===== config.mk =====
export PLATFORM = sky130hd
export DESIGN_NAME = rtc_seq_ctrl
export DESIGN_NICKNAME = d
export VERILOG_FILES = /design/src/rtl/rtc_seq_ctrl.sv
export SDC_FILE = /design/constraint.sdc
export NUM_CORES = 1
export LEC_CHECK = 0
export CAP_MARGIN = 20
export CORE_ASPECT_RATIO = 1.4
export CORE_UTILIZATION = 59
export CTS_CLUSTER_SIZE = 8
export DETAILED_ROUTE_END_ITERATION = 16
export GPL_ROUTABILITY_DRIVEN = 0
export PLACE_DENSITY = 0.81
export SLEW_MARGIN = 10
export SYNTH_ARGS = -nofsm -noshare
export SYNTH_HDL_FRONTEND = slang
export SYNTH_SLANG_ARGS = --single-unit

===== constraint.sdc =====
create_clock -name clk -period 4.4 [get_ports clk]
set_input_delay 1.1 -clock clk [delete_from_list [all_inputs] [get_ports clk]]
set_output_delay 1.1 -clock clk [all_outputs]
set_load 0.03 [all_outputs]

===== src/rtl/rtc_seq_ctrl.sv =====
// rtc_seq_ctrl: steps an RTC register-access index through a read or write sequence with per-step timeout
module rtc_seq_ctrl #(
    parameter int IDX_W = 5,
    parameter int N_RD  = 21,
    parameter int N_WR  = 9,
    parameter int TO_W  = 8
) (
    input  logic             clk,
    input  logic             reset,
    input  logic             start,
    input  logic             rw_mode,
    input  logic             abort,
    input  logic             Final_WR,
    output logic [IDX_W-1:0] ctrl_idx,
    output logic             tr_start,
    output logic             rw_o,
    output logic             busy,
    output logic             done,
    output logic             err
);

    typedef enum logic [2:0] {IDLE, ISSUE, WAIT, DONE, ERR} state_t;

    localparam logic [IDX_W-1:0] LAST_RD = IDX_W'(N_RD);
    localparam logic [IDX_W-1:0] LAST_WR = IDX_W'(N_WR);
    localparam logic [IDX_W-1:0] IDX_ONE = IDX_W'(1);
    // The counter is cleared in ISSUE and reads 0 in the first WAIT cycle, so the
    // limit cycle (2^TO_W-1 cycles of waiting) is the one where it holds 2^TO_W-2.
    localparam logic [TO_W-1:0]  TO_LAST = {{(TO_W-1){1'b1}}, 1'b0};

    state_t           state_q;
    logic [IDX_W-1:0] idx_q;
    logic [IDX_W-1:0] last_q;
    logic [TO_W-1:0]  cnt_q;
    logic             rw_q;
    logic             tr_q;
    logic             busy_q;
    logic             done_q;
    logic             err_q;

    // Sequencer: every output is registered and set on entry to the state it belongs to
    always_ff @(posedge clk or posedge reset) begin
        if (reset) begin
            state_q <= IDLE;
            idx_q   <= '0;
            last_q  <= '0;
            cnt_q   <= '0;
            rw_q    <= 1'b0;
            tr_q    <= 1'b0;
            busy_q  <= 1'b0;
            done_q  <= 1'b0;
            err_q   <= 1'b0;
        end else begin
            tr_q   <= 1'b0;
            done_q <= 1'b0;
            err_q  <= 1'b0;
            case (state_q)
                IDLE: begin
                    if (start) begin
                        state_q <= ISSUE;
                        idx_q   <= IDX_ONE;
                        rw_q    <= rw_mode;
                        last_q  <= rw_mode ? LAST_WR : LAST_RD;
                        tr_q    <= 1'b1;
                        busy_q  <= 1'b1;
                    end
                end
                ISSUE: begin
                    cnt_q <= '0;
                    if (abort) begin
                        state_q <= IDLE;
                        idx_q   <= '0;
                        busy_q  <= 1'b0;
                    end else begin
                        state_q <= WAIT;
                    end
                end
                WAIT: begin
                    if (abort) begin
                        state_q <= IDLE;
                        idx_q   <= '0;
                        busy_q  <= 1'b0;
                    end else if (Final_WR) begin
                        if (idx_q >= last_q) begin
                            state_q <= DONE;
                            done_q  <= 1'b1;
                        end else begin
                            state_q <= ISSUE;
                            idx_q   <= idx_q + IDX_ONE;
                            tr_q    <= 1'b1;
                        end
                    end else if (cnt_q == TO_LAST) begin
                        state_q <= ERR;
                        err_q   <= 1'b1;
                    end else begin
                        cnt_q <= cnt_q + 1'b1;
                    end
                end
                DONE, ERR: begin
                    state_q <= IDLE;
                    idx_q   <= '0;
                    busy_q  <= 1'b0;
                end
                default: begin
                    state_q <= IDLE;
                    idx_q   <= '0;
                    busy_q  <= 1'b0;
                end
            endcase
        end
    end

    assign ctrl_idx = idx_q;
    assign tr_start = tr_q;
    assign rw_o     = rw_q;
    assign busy     = busy_q;
    assign done     = done_q;
    assign err      = err_q;

endmodule


==> run summary <==
standard cell area after detailed placement -> 0.00155 mm²
number of hold buffers added after CTS -> 0
Achievable Freq -> 365 MHz
Filler Cell Count -> 161
via count of the first global-routing pass -> 1089
family with the most delay on the worst path -> simple AND/OR/NAND/NOR gates
final-layout setup total negative slack -> 0 ps
critical path start-end classification -> in -> reg
prevailing post-synth register cell -> sky130_fd_sc_hd__dfrtp_1
combinational cell fraction of total power -> 30.4%
Site Rows -> 20
cell chosen for the clock root -> sky130_fd_sc_hd__clkbuf_4
number of placed I/O pins -> 16
Total Power Consumption -> 493 µW
peak fanout along the critical path -> 9
switching part of the total power -> 33.4%
wire length per cell after detailed routing -> 15.8 µm
maximum vdd drop -> 193 µV
Max clock buf depth -> 2
share of the clock period used by the worst path -> 62.3%
R2R setup slack -> 2290 ps
total iterations of the first detailed-routing run -> 4
Max Cap Violations -> 0
number of enable-type register cells in the synthesized netlist -> 0
worst path required time -> 4600 ps
Die ar. -> 0.00258 mm²
Least-Margin Pin Slew -> 852 ps
antenna violations before repair -> 0
count of inserted antenna diode cells -> 0
Power Density -> 314 mW/mm²
CTS Sinks -> 23
Vias/cell -> 6.27
synthesized instance count -> 144
DIE WIDTH -> 43.2 µm
sequential area share after synthesis -> 41.0%
setup repair bufs after CTS -> 0
delay contributed by the slowest stage of the critical path -> 560 ps
count of warnings emitted by yosys -> 0
Post-Place Worst Slack -> 1350 ps
async set or reset register ratio after synthesis -> 100%
detailed-route DRC error count -> 0
share of final-layout standard cells stronger than drive strength 1 -> 12.0%
cell with the largest stage delay on the worst path -> sky130_fd_sc_hd__or4b_4
leakage power summed over all cells -> 0.655 nW
Finished Cell Area -> 0.00157 mm²
count of buffering cells on the critical path with inverters included -> 1
min-delay worst type -> reg -> reg
cell-by-cell trace of the critical path -> clkdlybuf4s50_1, or4b_4, and2_4, nor3_2, mux2_2
syn_nets -> 157
wire length of the first global-routing pass -> 4650 µm
later-pin clock latency in the skew report -> 300 ps
total number of vias -> 1128
number of DRC markers in iteration 0 -> 32
GR Overflow Total -> 0
Worst Hold Path Cells -> 1
final setup violation count -> 0
largest net degree at the start of global routing -> 24
clock transition at the registers of the reported paths -> 120 ps
FF-to-FF Start -> ctrl_idx[0]
mean area per synthesized cell -> 9.75 µm²
overall global routing resource usage -> 24.2%
minimum period implied by the final worst setup slack -> 2740 ps
Inserted Clock Buffers -> 3
WHS Endpoint -> last_q[0]
final max-slew violation count -> 0
RSZ-0062 raised after global routing -> no
total of flip-flops plus latches after synthesis -> 23
effective utilization at floorplan -> 63.7%
Hold Violations, Final -> 0
DP Wirelength -> 2150 µm
worst endpoint data arrival time -> 2940 ps
Final Skew -> 1.78 ps
Final WS setup -> 1660 ps
Clk pwr share -> 18.9%
net switching power of the design -> 165 µW
TritonCTS clock tree -> yes
Critical R2R Capture -> ctrl_idx[2]
Flop pwr share -> 50.7%
sort of element at the start of the critical path -> primary input
Total Routed Length -> 2840 µm
worst-case hold slack -> 499 ps
# port buffers -> 15
critical hold path startpoint -> last_q[0]
unique cell type count in the Yosys netlist -> 42
CTS-repair resized insts -> 0
NumNets Final -> 172
worst max-slew margin expressed relative to the limit -> 43.2%
summed instance area of the synthesized netlist -> 0.00140 mm²
remaining number of nets flagged by the antenna check after routing -> 0
P_int -> 328 µW
core footprint -> 0.00220 mm²
maximum level of the CTS H-tree -> 1
result of the run -> finished clean
die span in y -> 59.7 µm
type of destination of the critical path -> flop
area growth from synthesis to layout -> 11.9%
depth of the worst register-to-register path -> 6
==> worst max-delay path by stage <==
stage / startpoint / endpoint / slack [ps] / cells past startpoint
final: abort / cnt_q[1] / 1660 / 5
after global routing: abort / state_q[1] / 1590 / 5
after CTS: abort / cnt_q[6] / 1680 / 5
after detailed placement: abort / cnt_q[1] / 1350 / 5
after global placement: abort / cnt_q[1] / 1380 / 5
after floorplan: Final_WR / cnt_q[0] / 1900 / 5
==> worst register-to-register path, cell delays in order (launching register included) <==
cell and delay (ps):
sky130_fd_sc_hd__dfrtp_1 450, sky130_fd_sc_hd__inv_1 110, sky130_fd_sc_hd__ha_1 310, sky130_fd_sc_hd__nor4b_1 230, sky130_fd_sc_hd__o21ai_0 260, sky130_fd_sc_hd__or4_1 570, sky130_fd_sc_hd__o211ai_1 100
==> flip-flops by register name, indices dropped and copies added (netlist names) <==
name / flops
last_q: 3
cnt_q: 8
err: 1
tr_start: 1
busy: 1
state_q: 3
ctrl_idx: 5
done: 1
==> cell usage in the layout (no fill, tap or decap), drive strengths merged, types with 2 or more instances in the layout <==
cell type / synthesis / final
a211oi: 2 / 2
a21oi: 9 / 9
and2: 3 / 3
clkbuf: 1 / 4
clkdlybuf4s50: 0 / 15
dfrtp: 23 / 23
ha: 7 / 7
inv: 8 / 8
mux2: 2 / 2
mux2i: 8 / 8
nand2: 13 / 13
nand2b: 7 / 7
nand3: 4 / 4
nand4: 2 / 2
nor2: 7 / 7
nor2b: 3 / 3
nor3: 5 / 5
nor4: 3 / 3
nor4b: 2 / 2
o211ai: 2 / 2
o21ai: 5 / 5
o21bai: 2 / 2
or2: 2 / 2
or2b: 3 / 3
or3: 3 / 3
or3b: 2 / 2
==> logic make-up (layout without fill, tap and decap cells) <==
group,Yosys count,in the layout,share of synthesized area (%)
AO/OA/AOI/OAI,26,26,11.7
AND/OR/NAND/NOR,65,65,29.1
buffers and inverters,13,27,4.72
adder cells (fa/ha/maj),7,7,6.24
flip-flops,23,23,41.0
multiplexers,10,10,7.31
==> power by group through the flow <==
stage               clock, mW  combinational [mW]  sequential [mW]
floorplan                   0              0.0916            0.266
global placement            0               0.143            0.252
detailed placement          0               0.150            0.253
CTS                    0.0984               0.151            0.249
global route            0.102               0.165            0.252
finish                 0.0930               0.150            0.250
==> metal layers <==
| metal | GRT usage (%) | wire (µm) | up-vias |
|---|---|---|---|
| li1 | - | - | 545 |
| met1 | 28.0 | 1080 | 537 |
| met2 | 43.7 | 1590 | 38 |
| met3 | 1.81 | 98 | 8 |
| met4 | 13.4 | 67 | 0 |
| met5 | 0 | 0 | - |
==> through the flow <==
| stage | cells | util, % |
|---|---|---|
| CTS | 180 | 71.4 |
| floorplan | 144 | - |
| finish | 180 | 71.4 |
| detailed placement | 176 | 70.2 |
| global route | 180 | 71.4 |
| global placement | 176 | 70.2 |
==> synth_stat cells (2+ instances only) <==
library cell / number / area (µm²)
sky130_fd_sc_hd__dfrtp_1: 23 / 576
sky130_fd_sc_hd__nand2_1: 13 / 48.8
sky130_fd_sc_hd__a21oi_1: 9 / 45.0
sky130_fd_sc_hd__inv_1: 8 / 30.0
sky130_fd_sc_hd__mux2i_1: 8 / 80.1
sky130_fd_sc_hd__ha_1: 7 / 87.6
sky130_fd_sc_hd__nand2b_1: 7 / 43.8
sky130_fd_sc_hd__nor2_1: 7 / 26.3
sky130_fd_sc_hd__o21ai_0: 5 / 25.0
sky130_fd_sc_hd__nand3_1: 4 / 20.0
sky130_fd_sc_hd__nor2b_1: 3 / 18.8
sky130_fd_sc_hd__nor3_1: 3 / 15.0
sky130_fd_sc_hd__nor4_2: 3 / 37.5
sky130_fd_sc_hd__or2b_2: 3 / 26.3
sky130_fd_sc_hd__or3_1: 3 / 18.8
sky130_fd_sc_hd__a211oi_1: 2 / 15.0
sky130_fd_sc_hd__and2_1: 2 / 12.5
sky130_fd_sc_hd__buf_4: 2 / 15.0
sky130_fd_sc_hd__mux2_2: 2 / 22.5
sky130_fd_sc_hd__nand4_1: 2 / 12.5
sky130_fd_sc_hd__nor3_2: 2 / 20.0
sky130_fd_sc_hd__nor4b_1: 2 / 17.5
sky130_fd_sc_hd__o211ai_1: 2 / 15.0
sky130_fd_sc_hd__o21bai_1: 2 / 15.0
sky130_fd_sc_hd__or2_2: 2 / 12.5
sky130_fd_sc_hd__or3b_2: 2 / 17.5
==> final cells by class <==
type	instances	area (µm²)	area share, %
well taps	22	27.5	1.75
repair buffers	15	150	9.55
inverters	8	30.0	1.91
flip-flops and latches	23	576	36.6
multi-input cells	108	762	48.5
clock buffers	4	26.3	1.67
Power figures use the tool's default switching activity.
